===== src/rtl/result_writeback_pkg.sv =====
// Shared parameters and FSM encoding for the result writeback stage.
// Sizes are fixed by the upstream matmul array (16 lanes of int16 accumulators)
// and the output buffer geometry (256-bit words, 8-bit word address).
package result_writeback_pkg;

  localparam int unsigned LANES  = 16;
  localparam int unsigned ACC_W  = 16;
  localparam int unsigned Q_W    = 8;
  localparam int unsigned ADDR_W = 8;
  localparam int unsigned ROW_W  = LANES * ACC_W;  // 256-bit accumulator row
  localparam int unsigned HALF_W = LANES * Q_W;    // 128-bit requantized row
  localparam int unsigned CNT_W  = 5;              // row count, m = 0..31

  typedef enum logic [1:0] {
    StIdle,
    StCollect,
    StDrain
  } state_e;

endpackage


===== src/rtl/requant_lane.sv =====
// Combinational requantizer for one accumulator lane.
//   x_i     : signed ACC_W accumulator value
//   shift_i : arithmetic right shift amount (0..15), round-half-up when non-zero
//   y_o     : signed Q_W result, saturated to [-128, 127]
module requant_lane
  import result_writeback_pkg::*;
(
  input  logic [ACC_W-1:0] x_i,
  input  logic [3:0]       shift_i,
  output logic [Q_W-1:0]   y_o
);

  // One extra bit of headroom so x + rounding constant cannot overflow.
  logic signed [ACC_W:0] x_ext;
  logic signed [ACC_W:0] rnd;
  logic signed [ACC_W:0] sum;
  logic signed [ACC_W:0] shifted;

  always_comb begin
    x_ext = $signed({x_i[ACC_W-1], x_i});
    rnd   = '0;
    if (shift_i != 4'd0) begin
      rnd[shift_i - 4'd1] = 1'b1;
    end
    sum     = x_ext + rnd;
    shifted = sum >>> shift_i;
    if (shifted > 17'sd127) begin
      y_o = 8'h7f;
    end else if (shifted < -17'sd128) begin
      y_o = 8'h80;
    end else begin
      y_o = shifted[Q_W-1:0];
    end
  end

endmodule


===== src/rtl/result_writeback.sv =====
// Result writeback: requantizes int16 accumulator rows to int8, packs two rows
// per 256-bit word and writes the words to the output global buffer.
//   clk, rst_n           : clock, asynchronous active-low reset
//   in_valid, m,
//   base_addr, shift     : job start pulse and its configuration
//   out_valid, gbuff_out : incoming accumulator row stream
//   wr_en, wr_addr,
//   wr_data              : output buffer write port (no back-pressure)
//   busy, done           : job status; done pulses with the final write
module result_writeback
  import result_writeback_pkg::*;
(
  input  logic              clk,
  input  logic              rst_n,
  input  logic              in_valid,
  input  logic [4:0]        m,
  input  logic [ADDR_W-1:0] base_addr,
  input  logic [3:0]        shift,
  input  logic              out_valid,
  input  logic [ROW_W-1:0]  gbuff_out,
  output logic              wr_en,
  output logic [ADDR_W-1:0] wr_addr,
  output logic [ROW_W-1:0]  wr_data,
  output logic              busy,
  output logic              done
);

  state_e              state_q;
  logic [CNT_W-1:0]    m_q;
  logic [ADDR_W-1:0]   base_q;
  logic [3:0]          shift_q;
  logic [CNT_W-1:0]    row_cnt_q;
  logic [ADDR_W-1:0]   word_cnt_q;

  // Requant pipeline stage: one registered int8 row plus its position tags.
  logic [HALF_W-1:0]   qrow_q;
  logic                qvalid_q;
  logic                qodd_q;
  logic                qlast_q;

  // Even-indexed row waiting for its odd partner.
  logic [HALF_W-1:0]   hold_q;

  logic [HALF_W-1:0]   q_row;
  logic                start;
  logic                accept;
  logic                last_row;

  for (genvar i = 0; i < LANES; i++) begin : g_lane
    requant_lane u_lane (
      .x_i     (gbuff_out[i*ACC_W +: ACC_W]),
      .shift_i (shift_q),
      .y_o     (q_row[i*Q_W +: Q_W])
    );
  end

  // A start is only taken when fully idle, including the done cycle of an
  // m=0 job where busy is still high.
  assign start    = in_valid && (state_q == StIdle) && !busy;
  assign accept   = (state_q == StCollect) && out_valid && (row_cnt_q < m_q);
  assign last_row = (row_cnt_q == m_q - 5'd1);

  always_ff @(posedge clk or negedge rst_n) begin
    if (!rst_n) begin
      state_q    <= StIdle;
      m_q        <= '0;
      base_q     <= '0;
      shift_q    <= '0;
      row_cnt_q  <= '0;
      word_cnt_q <= '0;
      qrow_q     <= '0;
      qvalid_q   <= 1'b0;
      qodd_q     <= 1'b0;
      qlast_q    <= 1'b0;
      hold_q     <= '0;
      wr_en      <= 1'b0;
      wr_addr    <= '0;
      wr_data    <= '0;
      busy       <= 1'b0;
      done       <= 1'b0;
    end else begin
      wr_en    <= 1'b0;
      done     <= 1'b0;
      qvalid_q <= accept;

      if (accept) begin
        qrow_q    <= q_row;
        qodd_q    <= row_cnt_q[0];
        qlast_q   <= last_row;
        row_cnt_q <= row_cnt_q + 5'd1;
      end

      // Pack stage: odd rows complete a word; a final even row (odd m) is
      // written alone with a zero upper half.
      if (qvalid_q) begin
        if (qodd_q || qlast_q) begin
          wr_en      <= 1'b1;
          wr_addr    <= base_q + word_cnt_q;
          wr_data    <= qodd_q ? {qrow_q, hold_q} : {{HALF_W{1'b0}}, qrow_q};
          word_cnt_q <= word_cnt_q + 1'b1;
        end else begin
          hold_q <= qrow_q;
        end
        if (qlast_q) begin
          done <= 1'b1;
        end
      end

      if (done) begin
        busy <= 1'b0;
      end

      unique case (state_q)
        StIdle: begin
          if (start) begin
            m_q        <= m;
            base_q     <= base_addr;
            shift_q    <= shift;
            row_cnt_q  <= '0;
            word_cnt_q <= '0;
            hold_q     <= '0;
            busy       <= 1'b1;
            if (m == 5'd0) begin
              done <= 1'b1;
            end else begin
              state_q <= StCollect;
            end
          end
        end
        StCollect: begin
          if (accept && last_row) begin
            state_q <= StDrain;
          end
        end
        StDrain: begin
          // Leave once the final write (signalled by done) has gone out.
          if (done) begin
            state_q <= StIdle;
          end
        end
        default: state_q <= StIdle;
      endcase
    end
  end

endmodule

===== config.mk =====
export PLATFORM = sky130hd
export DESIGN_NAME = result_writeback
export DESIGN_NICKNAME = d
export VERILOG_FILES = /design/src/rtl/result_writeback_pkg.sv /design/src/rtl/requant_lane.sv /design/src/rtl/result_writeback.sv
export SDC_FILE = /design/constraint.sdc
export NUM_CORES = 2
export LEC_CHECK = 0
export ABC_AREA = 1
export CORE_MARGIN = 2
export CORE_UTILIZATION = 23
export CTS_CLUSTER_DIAMETER = 40
export DETAILED_ROUTE_END_ITERATION = 10
export PLACE_DENSITY_LB_ADDON = 0.3
export SETUP_SLACK_MARGIN = 0.02
export SLEW_MARGIN = 40
export SYNTH_ARGS = -nofsm -noshare
export SYNTH_HDL_FRONTEND = slang
export SYNTH_SLANG_ARGS = --single-unit

===== constraint.sdc =====
create_clock -name clk -period 4.75 [get_ports clk]
set_input_delay 1.1875 -clock clk [delete_from_list [all_inputs] [get_ports clk]]
set_output_delay 1.1875 -clock clk [all_outputs]
set_load 0.01 [all_outputs]

Word level (Yosys, flattened, before mapping). Index checks and enable logic that the tools add are counted.

$add $sub $neg: 21. Magnitude comparators: 35. Equality and inequality tests: 7. Shifts and indexed selects: 16. Multiplexer cells: 62. Reductions and logical operators: 14.

Operators by type and width (number): 128-bit two-way mux (4); 8-bit two-way mux (36); 16-bit by 17-bit adder with 17-bit output (16); 17-bit by 8-bit > comparator with 1-bit output, second input constant (16); 17-bit by 8-bit < comparator with 1-bit output, second input constant (16); 17-bit by 4-bit >>> shifter with 17-bit output (16); 256-bit two-way mux (1); 16-bit two-way mux (1); 5-bit two-way mux (3); 1-bit two-way mux (11); 8-bit by 1-bit adder with 8-bit output, second input constant (1); 8-bit adder (1); 2-bit two-way mux (4); 1-bit logical AND (6); 4-bit by 6-bit < comparator with 1-bit output, second input constant (1); 2-bit != test, second input constant (3); 2-bit case mux with 3 select lines (1); 5-bit by 1-bit adder with 5-bit output, second input constant (1); 5-bit equality test (1); 5-bit logical NOT (1); 5-bit < comparator (1); 5-bit by 1-bit subtractor with 5-bit output, second input constant (1); 1-bit demux with 4-bit select (1); 4-bit by 1-bit >= comparator with 1-bit output, second input constant (1); other kinds (10) (11).

Register bits: 558. Input bits: 277.

Logic depth before layout (Yosys ltp).
Word-level depth: 11. Mapped depth: 32. Gate-level depth less buffers: 30.

Modules after synthesis. From an unflattened synthesis, not the netlist that was laid out.

Cells, all modules: 10378. Area total of the unflattened synthesis: 61242.5 µm².

Modules (own cells, without submodules): requant_lane at g_lane[10].u_lane ... (times used 13, cells each 498, area each 2409.8 µm², seq. area each 0.0 µm²); result_writeback (times used 1, cells each 2401, area each 22466.5 µm², seq. area each 13963.4 µm²); requant_lane at g_lane[0].u_lane ... (times used 2, cells each 501, area each 2494.9 µm², seq. area each 0.0 µm²); requant_lane at g_lane[9].u_lane (times used 1, cells each 501, area each 2458.6 µm², seq. area each 0.0 µm²).

Least setup slack after synthesis. Ideal clock, no wire load.

Kind: register -> register. From: register shift_q[2]. To: register qrow_q[0]. Library setup time: 0.077 ns. Data arrival time: 4.565 ns. Setup slack: 0.107 ns. Cell stages (with the launch flop): 28. Clock period less this slack: 4.643 ns. Path through: dfrtp_1 -> inv_2 -> clkbuf_1 -> clkbuf_1 -> buf_1 -> buf_1 -> nand2_1 -> a21oi_1 -> nand2_1 -> inv_1 -> ha_1 -> a21oi_1 -> o21ai_0 -> a21oi_1 -> nand2_1 -> nand2_1 -> nand2_1 -> inv_2 -> nand2_1 -> nand2_1 -> nand2_1 -> nand2_1 -> nand2_1 -> nand2_1 -> nand3_1 -> o21ai_2 -> nand2_1 -> a21oi_1.

Longest elaborated chain between the ends: 11. Elaborated cells on any way between the ends: 14. Those cells by class: add/sub (2); order compare (4); shift (1); mux (5); reduce/logical (2).

RTL lines: from (decl) (RTL line result_writeback.sv:31) `logic [3:0] shift_q;`; from (signal assigned) (RTL line result_writeback.sv:118) `shift_q <= shift;`; 4-bit by 1-bit subtractor with 4-bit output (RTL line requant_lane.sv:23) `rnd[shift_i - 4'd1] = 1'b1;`; 4-bit by 6-bit < comparator with 1-bit output (implied by the code) / 4-bit by 1-bit >= comparator with 1-bit output (equally long branches) (RTL line requant_lane.sv:23); 1-bit logical AND (implied by the code) (RTL line requant_lane.sv:23); 1-bit two-way mux (implied by the code) (RTL line requant_lane.sv:23); 1-bit demux with 4-bit select; 16-bit two-way mux (RTL line requant_lane.sv:22) `if (shift_i != 4'd0) begin`; 16-bit by 17-bit adder with 17-bit output (RTL line requant_lane.sv:25) `sum = x_ext + rnd;`; 17-bit by 4-bit >>> shifter with 17-bit output * (RTL line requant_lane.sv:26) `shifted = sum >>> shift_i;`; 17-bit by 8-bit < comparator with 1-bit output (RTL line requant_lane.sv:29) `end else if (shifted < -17'sd128) begin`; 8-bit two-way mux (RTL line requant_lane.sv:29); 8-bit two-way mux * (RTL line requant_lane.sv:27) `if (shifted > 17'sd127) begin`; to (signal assigned) (RTL line result_writeback.sv:87) `qrow_q <= q_row;`; to (decl) (RTL line result_writeback.sv:36) `logic [HALF_W-1:0] qrow_q;`.

Every way passes the cells marked *; elsewhere a longest branch is shown, timed or not. A chain may end at the register's enable or synchronous reset.

Worst setup path after layout.
From: register shift_q[1]. To: register qrow_q[105].

The elaborated chain is that of the path after synthesis.

==> impl_metrics.yaml <==
worst_hold_path:
  min_path_type: "input port to async pin"
power:
  leakagePower_uw: 0.0343
  power_density_nw_per_um2: 753
  peakVddDrop_v: 0.000666
yosys:
  yosysSeqAreaShare: 0.265
  synth_edf_count: 0
  synth_ff_type: "dfrtp_1"
  postSynthCellCount: 8865
  ys_types: 56
  syn_avg_cell_area_sq_um: 5.94
  synth_warnings: 0
  synth_area_sq_um: 52700
  synthArstFlopShare: 1.00
  ys_seq_elements: 558
routing:
  wl_per_cell_um: 22.2
  num_vias: 63021
  routed_wl_um: 277000
  dr.first_iter.drc_count: 5514
  dr.pass1.iters: 6
  ant_nets: 0
  vias_per_cell: 5.04
  drt_drc_violations_left: 0
place:
  place_ws_ps: -211
  io_buffers: 543
  gp_congestion: 0.956
  hpwl_um: 215000
  dp.cells: 12351
status:
  status: "finished clean"
cts:
  h-tree-depth: 3
  cts.reportedPaths.clkPinSlew_ps: 60
  cts_made_buffers: 77
  cts_sinks: 558
  cts_buffer_depth: 3
  clock-root-buffer: "clkbuf_16"
  cts_tree: "built"
  holdBufCountCts: 0
  clk_latency_ps: 670
global_routing:
  antenna_found_initial: 24
  grt_usage: 0.230
  grt_max_degree: 173
  grt_pass1_vias: 58564
  grt_pass1_wl_um: 401000
  grt-ovfl-total: 0
critical_path:
  crit_type: "flop to flop"
  crit_path_start_kind: "flop"
  r2r_slack_ps: 200
  reg2reg_to: "qrow_q[105]$_DFFE_PN0P_"
  crit_arrival_ps: 5140
  r2r_start: "shift_q[1]$_DFFE_PN0P_"
  crit_fanout: 9
  r2r_cells: 25
  cp-end-kind: "flop"
  worst_ep_required_time_ps: 5340
timing:
  worst_slew_pin_slew_ps: 865
  grt_setup_unrepaired: "yes"
  setup_viol: 0
  timing.final.crit_period_ps: 4550
  slew_viol_final: 0
  setup_ws_ps: 199
  slew_headroom: 0.423
  fmax_mhz: 220
  skew_ps: 23.7
  final_hold_viol_count: 0
  fin_crit_sh: 0.958
cells_and_area:
  drive_above_1_share: 0.0639
  area_delta_synth_final_pct: 26.6
  fin_nets: 9896
  fillers: 25320
  finalNonFillerCells: 12505
floorplanning:
  initial_utilization: 0.231
  pin_count: 544
  die-height_um: 482
  chipWidth_um: 482
  core_sq_um: 227000
  row_count: 175
  fp.dieArea_sq_um: 233000
job:
  drv_cap: 0
## synth_stat cells, types with 8 or more instances
master,number,share of area
a211oi_1,8,0.0011
a21boi_1,49,0.0070
a21oi_1,528,0.050
a21oi_2,9,0.0015
a31oi_1,149,0.018
and2_1,14,0.0017
and3_1,41,0.0049
buf_1,95,0.0068
buf_2,33,0.0031
clkbuf_1,271,0.019
dfrtp_1,558,0.27
ha_1,191,0.045
inv_1,977,0.070
inv_2,29,0.0021
mux2i_1,8,0.0015
nand2_1,2861,0.20
nand2_2,18,0.0021
nand3_1,1510,0.14
nand4_1,101,0.012
nor2_1,484,0.035
nor2_2,8,0.00095
nor3_1,60,0.0057
nor3b_1,8,0.0011
nor4_1,11,0.0013
o211ai_1,31,0.0044
o21ai_0,526,0.050
o21ai_1,11,0.0010
o21bai_1,26,0.0037
o221ai_1,20,0.0033
o22ai_1,32,0.0038
o31ai_1,34,0.0048
or2_2,16,0.0019
xor2_1,80,0.013
## through the flow
stage | setup TNS [ps] | hold slack, ps | utilization | cell area (sq um) | total power [uW]
after floorplan | 0 | 454 | - | 52700 | 27900
after global placement | -3180 | 466 | 0.279 | 63600 | 43300
after detailed placement | -1530 | 473 | 0.280 | 63700 | 43400
after CTS | 0 | 328 | 0.292 | 66400 | 49800
after global routing | -55.1 | 368 | 0.293 | 66600 | 54100
final | 0 | 383 | 0.293 | 66700 | 50200
## registers in the layout, summed over array words and instances, names as in the netlist, 2 cells and up
signal / count
m_q: 5
base_q: 8
state_q: 2
row_cnt_q: 5
word_cnt_q: 8
qrow_q: 128
wr_data: 256
shift_q: 4
wr_addr: 8
hold_q: 128
## cells by family (layout without fill, tap and decap cells)
| family | after synthesis | after routing | share of synthesized area |
|---|---|---|---|
| other | 1 | 22 | 0.0000712 |
| adders and majority gates | 192 | 192 | 0.0458 |
| xor gates and xnor gates | 86 | 86 | 0.0143 |
| DFF | 558 | 558 | 0.265 |
| buffers and inverters | 1414 | 2024 | 0.102 |
| muxes | 8 | 8 | 0.00152 |
| AOI/OAI and AO/OA | 1464 | 1464 | 0.156 |
| and+or+nand+nor | 5142 | 5142 | 0.415 |
## worst max-delay path by stage
stage	from	to	cells past startpoint
floorplan	shift_q[2]$_DFFE_PN0P_	qrow_q[0]$_DFFE_PN0P_	27
global placement	gbuff_out[113]	qrow_q[56]$_DFFE_PN0P_	27
detailed placement	gbuff_out[209]	qrow_q[105]$_DFFE_PN0P_	26
CTS	shift_q[0]$_DFFE_PN0P_	qrow_q[69]$_DFFE_PN0P_	25
global route	shift_q[1]$_DFFE_PN0P_	qrow_q[102]$_DFFE_PN0P_	26
finish	shift_q[1]$_DFFE_PN0P_	qrow_q[105]$_DFFE_PN0P_	25
## worst max-delay path, stage by stage (launching register included)
cell and delay, ps:
dfrtp_4 570, nor2_4 150, nand2_1 150, a21oi_4 250
nand2_1 70, inv_1 150, buf_12 200, ha_1 270
buf_4 160, nand2_1 120, inv_1 70, nand2_1 60
nand2_1 100, a21oi_1 290, nand2_1 120, nand2_1 100
nand3_1 110, nand3_1 170, nand3_1 80, nand2_1 130
nand2_1 80, o21ai_1 150, nand2_1 100, o21ai_4 330
nand2_1 290, a21boi_1 190
## report_power, final
part           total (uW)  internal [uW]  switching (uW)
combinational       35100          11600           23500
clock                6140           3680            2460
sequential           8990           7120            1870
## routing by layer
layer,wire (um),vias to the layer above,global-route usage
met5,123,-,0
met4,7240,20,0.0578
met3,20400,269,0.0365
met2,114000,2370,0.336
met1,135000,29911,0.345
li1,-,30451,-
## layout make-up
cell class	instances	area (sq um)	share of cell area
antenna	6	15.0	0.000225
clock buffer	95	2140	0.0321
clock inverter	47	612	0.00918
inverter	1010	3830	0.0575
multi-input combinational	6908	33600	0.504
sequential	558	14000	0.210
tap	3009	3760	0.0565
timing repair buffer	872	8710	0.131
## repair_timing
action / 4_1_cts / 5_1_grt
pin swaps: 0 / 4
cloned: 0 / 0
endpoints found under the setup margin: 11 / 102
resized for setup: 4 / 29
setup buffers: 0 / 5
## cell usage in the layout, fill, tap and decap left out, types with 11 or more instances in the layout
| cell type | count |
|---|---|
| o21ai_1 | 12 |
| nand3_1 | 1506 |
| a21boi_1 | 49 |
| nand2_2 | 30 |
| nand2_1 | 2846 |
| ha_1 | 190 |
| o21bai_1 | 26 |
| o211ai_1 | 31 |
| nor4_1 | 11 |
| nor3_1 | 60 |
| nor2_1 | 476 |
| and2_1 | 14 |
| nand4_1 | 101 |
| a31oi_1 | 149 |
| and3_1 | 41 |
| o21ai_0 | 525 |
| o221ai_1 | 20 |
| buf_12 | 56 |
| inv_1 | 971 |
| a21oi_2 | 18 |
| a21oi_1 | 518 |
| or2_2 | 16 |
| inv_6 | 11 |
| conb_1 | 16 |
| dfrtp_1 | 553 |
| xor2_1 | 79 |
| o22ai_1 | 32 |
| clkdlybuf4s50_1 | 542 |
| inv_2 | 26 |
| clkbuf_16 | 79 |
| buf_4 | 260 |
| o31ai_1 | 34 |
(Power assumes the default switching activity.)
